`config.mk`:
```
export PLATFORM = sky130hd
export DESIGN_NAME = spi_slave_frontend
export DESIGN_NICKNAME = d
export VERILOG_FILES = /design/src/rtl/spi_slave_frontend.sv
export SDC_FILE = /design/constraint.sdc
export NUM_CORES = 1
export LEC_CHECK = 0
export CORE_ASPECT_RATIO = 0.6
export CORE_UTILIZATION = 31
export CTS_BUF_LIST = sky130_fd_sc_hd__clkbuf_16
export DETAILED_ROUTE_END_ITERATION = 8
export PLACE_DENSITY = 0.56
export SLEW_MARGIN = 40
export SYNTH_ARGS = -nofsm -noshare
export SYNTH_HDL_FRONTEND = slang
export SYNTH_SLANG_ARGS = --single-unit
```
`constraint.sdc`:
```
create_clock -name clk -period 1.7 [get_ports clk]
set_clock_uncertainty 0.2 [all_clocks]
set_input_delay 0.34 -clock clk [delete_from_list [all_inputs] [get_ports clk]]
set_output_delay 0.34 -clock clk [all_outputs]
set_load 0.02 [all_outputs]
```
`src/rtl/spi_slave_frontend.sv`:
```
`default_nettype none
// ============================================================================
// Module      : spi_slave_frontend
// Description : SPI slave front end for a single-port RAM. Deserialises MOSI
//               into {cmd[1:0], data} words with a one-cycle rx_valid strobe
//               and serialises the RAM read byte back out on MISO. Remembers
//               whether a read address has been sent so that read-command
//               frames alternate between READ_ADD and READ_DATA.
// Revision    : 1.0 - initial release
// ============================================================================
module spi_slave_frontend #(
    parameter int DATA_W = 8
) (
    input  logic              clk,
    input  logic              rst_n,
    input  logic              SS_n,
    input  logic              MOSI,
    output logic              MISO,
    output logic [DATA_W+1:0] rx_data,
    output logic              rx_valid,
    input  logic [DATA_W-1:0] tx_data,
    input  logic              tx_valid
);

    localparam int RX_W   = DATA_W + 2;
    localparam int BCNT_W = $clog2(RX_W);
    localparam int TCNT_W = $clog2(DATA_W);

    localparam logic [BCNT_W-1:0] c_LAST_BIT = BCNT_W'(RX_W - 1);
    localparam logic [TCNT_W-1:0] c_TX_REST  = TCNT_W'(DATA_W - 1);

    localparam logic [2:0] c_ST_IDLE      = 3'd0;
    localparam logic [2:0] c_ST_CHK_CMD   = 3'd1;
    localparam logic [2:0] c_ST_WRITE     = 3'd2;
    localparam logic [2:0] c_ST_READ_ADD  = 3'd3;
    localparam logic [2:0] c_ST_READ_DATA = 3'd4;

    // Sub-phases of READ_DATA once the command word has been captured
    localparam logic [1:0] c_PH_WAIT  = 2'd0;
    localparam logic [1:0] c_PH_SHIFT = 2'd1;
    localparam logic [1:0] c_PH_DONE  = 2'd2;

    logic [2:0]        r_state;
    logic [2:0]        w_state_nxt;
    logic [RX_W-2:0]   r_rx_shift;
    logic [BCNT_W-1:0] r_bit_cnt;
    logic              r_frame_done;
    logic              r_rd_addr_seen;
    logic [1:0]        r_tx_phase;
    logic [DATA_W-1:0] r_tx_shift;
    logic [TCNT_W-1:0] r_tx_cnt;
    logic              r_miso;
    logic [RX_W-1:0]   r_rx_data;
    logic              r_rx_valid;
    logic [RX_W-1:0]   w_rx_word;

    // Word formed by the bits shifted so far plus the bit on MOSI this cycle
    assign w_rx_word = {r_rx_shift, MOSI};

    assign MISO     = r_miso;
    assign rx_data  = r_rx_data;
    assign rx_valid = r_rx_valid;

    // State register
    always_ff @(posedge clk or negedge rst_n) begin
        if (!rst_n) begin
            r_state <= c_ST_IDLE;
        end else begin
            r_state <= w_state_nxt;
        end
    end

    // Next-state decode; SS_n high always forces IDLE
    always_comb begin
        w_state_nxt = r_state;
        if (SS_n) begin
            w_state_nxt = c_ST_IDLE;
        end else begin
            case (r_state)
                c_ST_IDLE:    w_state_nxt = c_ST_CHK_CMD;
                c_ST_CHK_CMD: begin
                    if (!MOSI) begin
                        w_state_nxt = c_ST_WRITE;
                    end else if (r_rd_addr_seen) begin
                        w_state_nxt = c_ST_READ_DATA;
                    end else begin
                        w_state_nxt = c_ST_READ_ADD;
                    end
                end
                default:      w_state_nxt = r_state;
            endcase
        end
    end

    // Receive shifter, capture strobe, read-address tracking and MISO serialiser
    always_ff @(posedge clk or negedge rst_n) begin
        if (!rst_n) begin
            r_rx_shift     <= '0;
            r_bit_cnt      <= '0;
            r_frame_done   <= 1'b0;
            r_rd_addr_seen <= 1'b0;
            r_tx_phase     <= c_PH_WAIT;
            r_tx_shift     <= '0;
            r_tx_cnt       <= '0;
            r_miso         <= 1'b0;
            r_rx_data      <= '0;
            r_rx_valid     <= 1'b0;
        end else begin
            r_rx_valid <= 1'b0;
            if (SS_n) begin
                // Frame end or abort: drop any partial word and silence MISO
                r_rx_shift   <= '0;
                r_bit_cnt    <= '0;
                r_frame_done <= 1'b0;
                r_tx_phase   <= c_PH_WAIT;
                r_tx_shift   <= '0;
                r_tx_cnt     <= '0;
                r_miso       <= 1'b0;
            end else begin
                case (r_state)
                    c_ST_CHK_CMD: begin
                        r_rx_shift <= {{(RX_W-2){1'b0}}, MOSI};
                        r_bit_cnt  <= BCNT_W'(1);
                    end
                    c_ST_WRITE, c_ST_READ_ADD, c_ST_READ_DATA: begin
                        if (!r_frame_done) begin
                            r_rx_shift <= w_rx_word[RX_W-2:0];
                            if (r_bit_cnt == c_LAST_BIT) begin
                                r_rx_data    <= w_rx_word;
                                r_rx_valid   <= 1'b1;
                                r_bit_cnt    <= '0;
                                r_frame_done <= 1'b1;
                                if (r_state == c_ST_READ_ADD) begin
                                    r_rd_addr_seen <= 1'b1;
                                end else if (r_state == c_ST_READ_DATA) begin
                                    r_rd_addr_seen <= 1'b0;
                                end
                            end else begin
                                r_bit_cnt <= r_bit_cnt + BCNT_W'(1);
                            end
                        end else if (r_state == c_ST_READ_DATA) begin
                            case (r_tx_phase)
                                c_PH_WAIT: begin
                                    if (tx_valid) begin
                                        r_miso     <= tx_data[DATA_W-1];
                                        r_tx_shift <= {tx_data[DATA_W-2:0], 1'b0};
                                        r_tx_cnt   <= c_TX_REST;
                                        r_tx_phase <= c_PH_SHIFT;
                                    end
                                end
                                c_PH_SHIFT: begin
                                    if (r_tx_cnt != '0) begin
                                        r_miso     <= r_tx_shift[DATA_W-1];
                                        r_tx_shift <= {r_tx_shift[DATA_W-2:0], 1'b0};
                                        r_tx_cnt   <= r_tx_cnt - TCNT_W'(1);
                                    end else begin
                                        r_miso     <= 1'b0;
                                        r_tx_phase <= c_PH_DONE;
                                    end
                                end
                                default: r_miso <= 1'b0;
                            endcase
                        end
                    end
                    default: ;
                endcase
            end
        end
    end

endmodule
`default_nettype wire
```
==> summary.md <==
| Metric | Value |
|---|---|
| Largest stage delay, worst path | `0.36 ns` |
| Vias | `about 1600` |
| Iter 0 DRT Violations | `62` |
| CTS buffer count | `5` |
| Critical path's slowest cell | `dfrtp_1` |
| Sequential power share | `44.6%` |
| Initial Utilization | `32.2%` |
| Rows | `23` |
| RSZ-0062 raised after global routing | `yes` |
| Non-Filler Instances | `about 340` |
| Synth top area share | `48.9%` |
| MaxCap Viol Count | `0` |
| Hold crit path type | `flip-flop to flip-flop` |
| Final setup violation count | `34` |
| Worst-path maximum fanout | `5` |
| Critical Path Source | `r_tx_cnt[0]` |
| Die Area | `approximately 7300 um^2` |
| Relative slew margins | `81.0%` |
| Skew-Pair Late Insertion Delay | `0.28 ns` |
| Routability Congestion | `0.720` |
| Worst path bufs/invs | `4` |
| Synthesis Warnings | `0` |
| Max-slew violation total from the final report | `0` |
| H-tree levels | `2` |
| Syn Area/Cell | `11.3 um^2` |
| Cell area after layout | `3100 um^2` |
| Switching share of power | `24.4%` |
| Ranking of synthesized cells by area | `dfrtp_1 49%, mux2i_1 6.5%, mux2_4 6.3%, a211oi_2 3.5%, nor2_1 3.3%` |
| Setup_tns | `-4.21 ns` |
| Hold slack | `a little over 0.3 ns` |
| Vert. Die Dim | `66.5 um` |
| PnR worst setup slack | `-0.192 ns` |
| Failing checks | `setup timing` |
| Crit Path Category | `flip-flop to flip-flop` |
| DP Wirelength | `2.89 mm` |
| Number of global-route vias before repair | `about 1600` |
| Synthesized instance count | `190` |
| Startpoint Class | `flip-flop` |
| Crit path DAT | `1.85 ns` |
| Switching power | `0.574 mW` |
| CP endpoint kind | `flip-flop` |
| CTS root buffer | `clkbuf_16` |
| Number of flops mapped to enable cells by yosys | `0` |
| Post-synthesis cell type count | `45` |
| CP Cell Sequence | `inv_2 -> ha_4 -> nor2b_4 -> a2111oi_4 -> buf_6 -> buf_6 -> buf_16 -> nand2b_4 -> a21oi_2` |
| Vias per cell | `4.60` |
| Gr ovfl total | `0` |
| Hold Path Origin | `rx_data[0]` |
| Share of cells above drive strength 1 | `38.1%` |
| Seq/Total Area, Yosys | `between 40% and 50%` |
| Core Util, Final | `between 40% and 50%` |
| Gr usage total | `14.4%` |
| Fmax | `528 MHz` |
| Post-synth top cells | `42 x dfrtp_1, 19 x nor2_1, 15 x inv_1` |
| Drt drc | `0` |
| Pint | `about 1.8 mW` |
| Pin count of the biggest net entering global routing | `between 40 and 50` |
| Placed insts | `327` |
| Top Family by Delay on Critical Path | `buffers and inverters` |
| Combinational Power Share | `17.2%` |
| I/O pin total | `25` |
| Crit path depth | `9` |
| Reg2Reg Launch Point | `r_tx_cnt[0]` |
| Leak | `1.47 nW` |
| PortBufs | `24` |
| Worst Hold Path Cells | `1` |
| Ys async rst share | `100%` |
| CP dominant cell by count | `buf_6` |
| Final Cycle Share | `111%` |
| Most frequent cell after synthesis | `dfrtp_1` |
| P&R area growth vs syn | `44.4%` |
| Cell Pwr Density | `758 nW/um^2` |
| Min Tclk post-route | `1.89 ns` |
| Max IR drop VDD | `407 uV` |
| Antenna-violating nets left | `0` |
| CTS tree | `done` |
| Syn Nets | `207` |
| Status | `finished, violations left` |
| Main synth FF type | `dfrtp_1` |
| Final hold vios | `0` |
| Fin nets | `around 270` |
| Total iterations of the first detailed-routing run | `4` |
| Clk slew on worst S/H paths | `0.06 ns` |
| Diode count | `0` |
| Yosys reg bits | `42` |
| CP required | `1.66 ns` |
| Yosys top cell by area | `dfrtp_1` |
| Synthesized cell area | `~2100 um^2` |
| First-pass GRT wire length | `7.85 mm` |
| Final WL | `between 4 and 5 mm` |
| Clk sink count | `42` |
| Initial antenna violation count | `0` |
| Worst R2R Path Depth | `9` |
| Bufs on Longest Clock Path | `2` |
| Total of fill cells in the finished design | `641` |
| Clock power share | `38.2%` |
| Core Footprint | `6680 um^2` |
| Die X | `~110 um` |
| Placed Area | `2710 um^2` |
| Worst-margin pin slew | `0.280 ns` |
| WL per Instance | `between 10 and 15 um` |
==> routing by layer <==
metal | part of all wire [%] | vias to the layer above | track usage, %
met1 | 56 | 759 | 21.6
met5 | 0 | - | 0
li1 | - | 799 | -
met3 | 3.0 | 5 | 3.72
met4 | 1.1 | 0 | 4.50
met2 | 40 | 20 | 19.7
==> sequential cells by signal, summed over array words and instances (netlist names) <==
register and cells:
rx_data 10, r_tx_phase 2, r_tx_shift 7, MISO 1, r_frame_done 1, r_tx_cnt 3, r_bit_cnt 4, r_rx_shift 9
r_rd_addr_seen 1, rx_valid 1, r_state 3
==> worst reg2reg max path, delay by kind of cell (launching register included) <==
kind                     cells  cell delay, ns
adder cells (fa/ha/maj)      1            0.15
AO/OA/AOI/OAI                2            0.34
buffers and inverters        4            0.47
flip-flops                   1            0.36
AND/OR/NAND/NOR              2            0.24
==> layout by cell type, fill, tap and decap left out, types with 3 or more instances in the layout <==
cell,count
a211oi_2,6
a21oi_1,6
a31oi_1,3
buf_4,29
buf_6,10
clkbuf_16,5
clkdlybuf4s50_1,11
dfrtp_1,42
dlygate4sd2_1,12
ha_1,3
inv_1,13
mux2_4,12
mux2i_1,13
nand2_1,6
nand2_2,8
nand2b_1,4
nand3_1,3
nand3b_1,3
nor2_1,19
nor3_1,3
or2b_1,3
==> worst paths after layout <==
check                           slack (ns)             to
min in group asynchronous             0.37     rx_data[9]
worst min register to register        0.30     rx_data[0]
worst max register to register       -0.19  r_tx_shift[1]
worst max-delay path                 -0.19  r_tx_shift[1]
max in group asynchronous             0.71     rx_data[3]
worst min-delay path                  0.30     rx_data[0]
==> power by group through the flow <==
stage                     Clock, mW  Sequential (mW)  Combinational [mW]
final                         0.898             1.05               0.405
after global routing          0.976             1.05               0.442
after CTS                     0.931             1.05               0.398
after detailed placement          0             1.06               0.342
after global placement            0             1.06               0.339
after floorplan                   0             1.07               0.172
==> final cells by class <==
cell class | instances | area, um^2 | area share, %
Timing Repair Buffer | 69 | 671 | 21.6
Inverter | 15 | 56.3 | 1.81
Multi-Input combinational cell | 124 | 1080 | 34.8
Clock buffer | 5 | 125 | 4.03
Tap cell | 87 | 109 | 3.51
Clock inverter | 2 | 10.0 | 0.323
Sequential cell | 42 | 1050 | 33.9
==> stage by stage <==
stage	worst slack, ns	total power, mW
5_1_grt	-0.284	2.47
3_5_place_dp	-0.364	1.41
6_report	-0.192	2.35
4_1_cts	-0.178	2.38
2_1_floorplan	-0.144	1.24
3_3_place_gp	-0.339	1.40
==> kinds of logic (layout without fill, tap and decap cells) <==
group                      count (synthesis)  in the layout  synth area share, %
adders and majority gates                  4              4                 2.33
DFF                                       42             42                 48.9
buffers and inverters                     24             91                 5.88
muxes                                     27             27                 14.9
and+or+nand+nor                           64             64                 15.8
AOI/OAI and AO/OA                         29             29                 12.2
==> what timing repair did <==
item	4_1_cts	5_1_grt
resized for setup	42	11
setup buffers	6	1
hold endpoints to repair	42	0
endpoints found under the setup margin	46	35
pin swaps	8	11
hold buffers	1	0
cloned	3	0
Power figures use the tool's default switching activity.
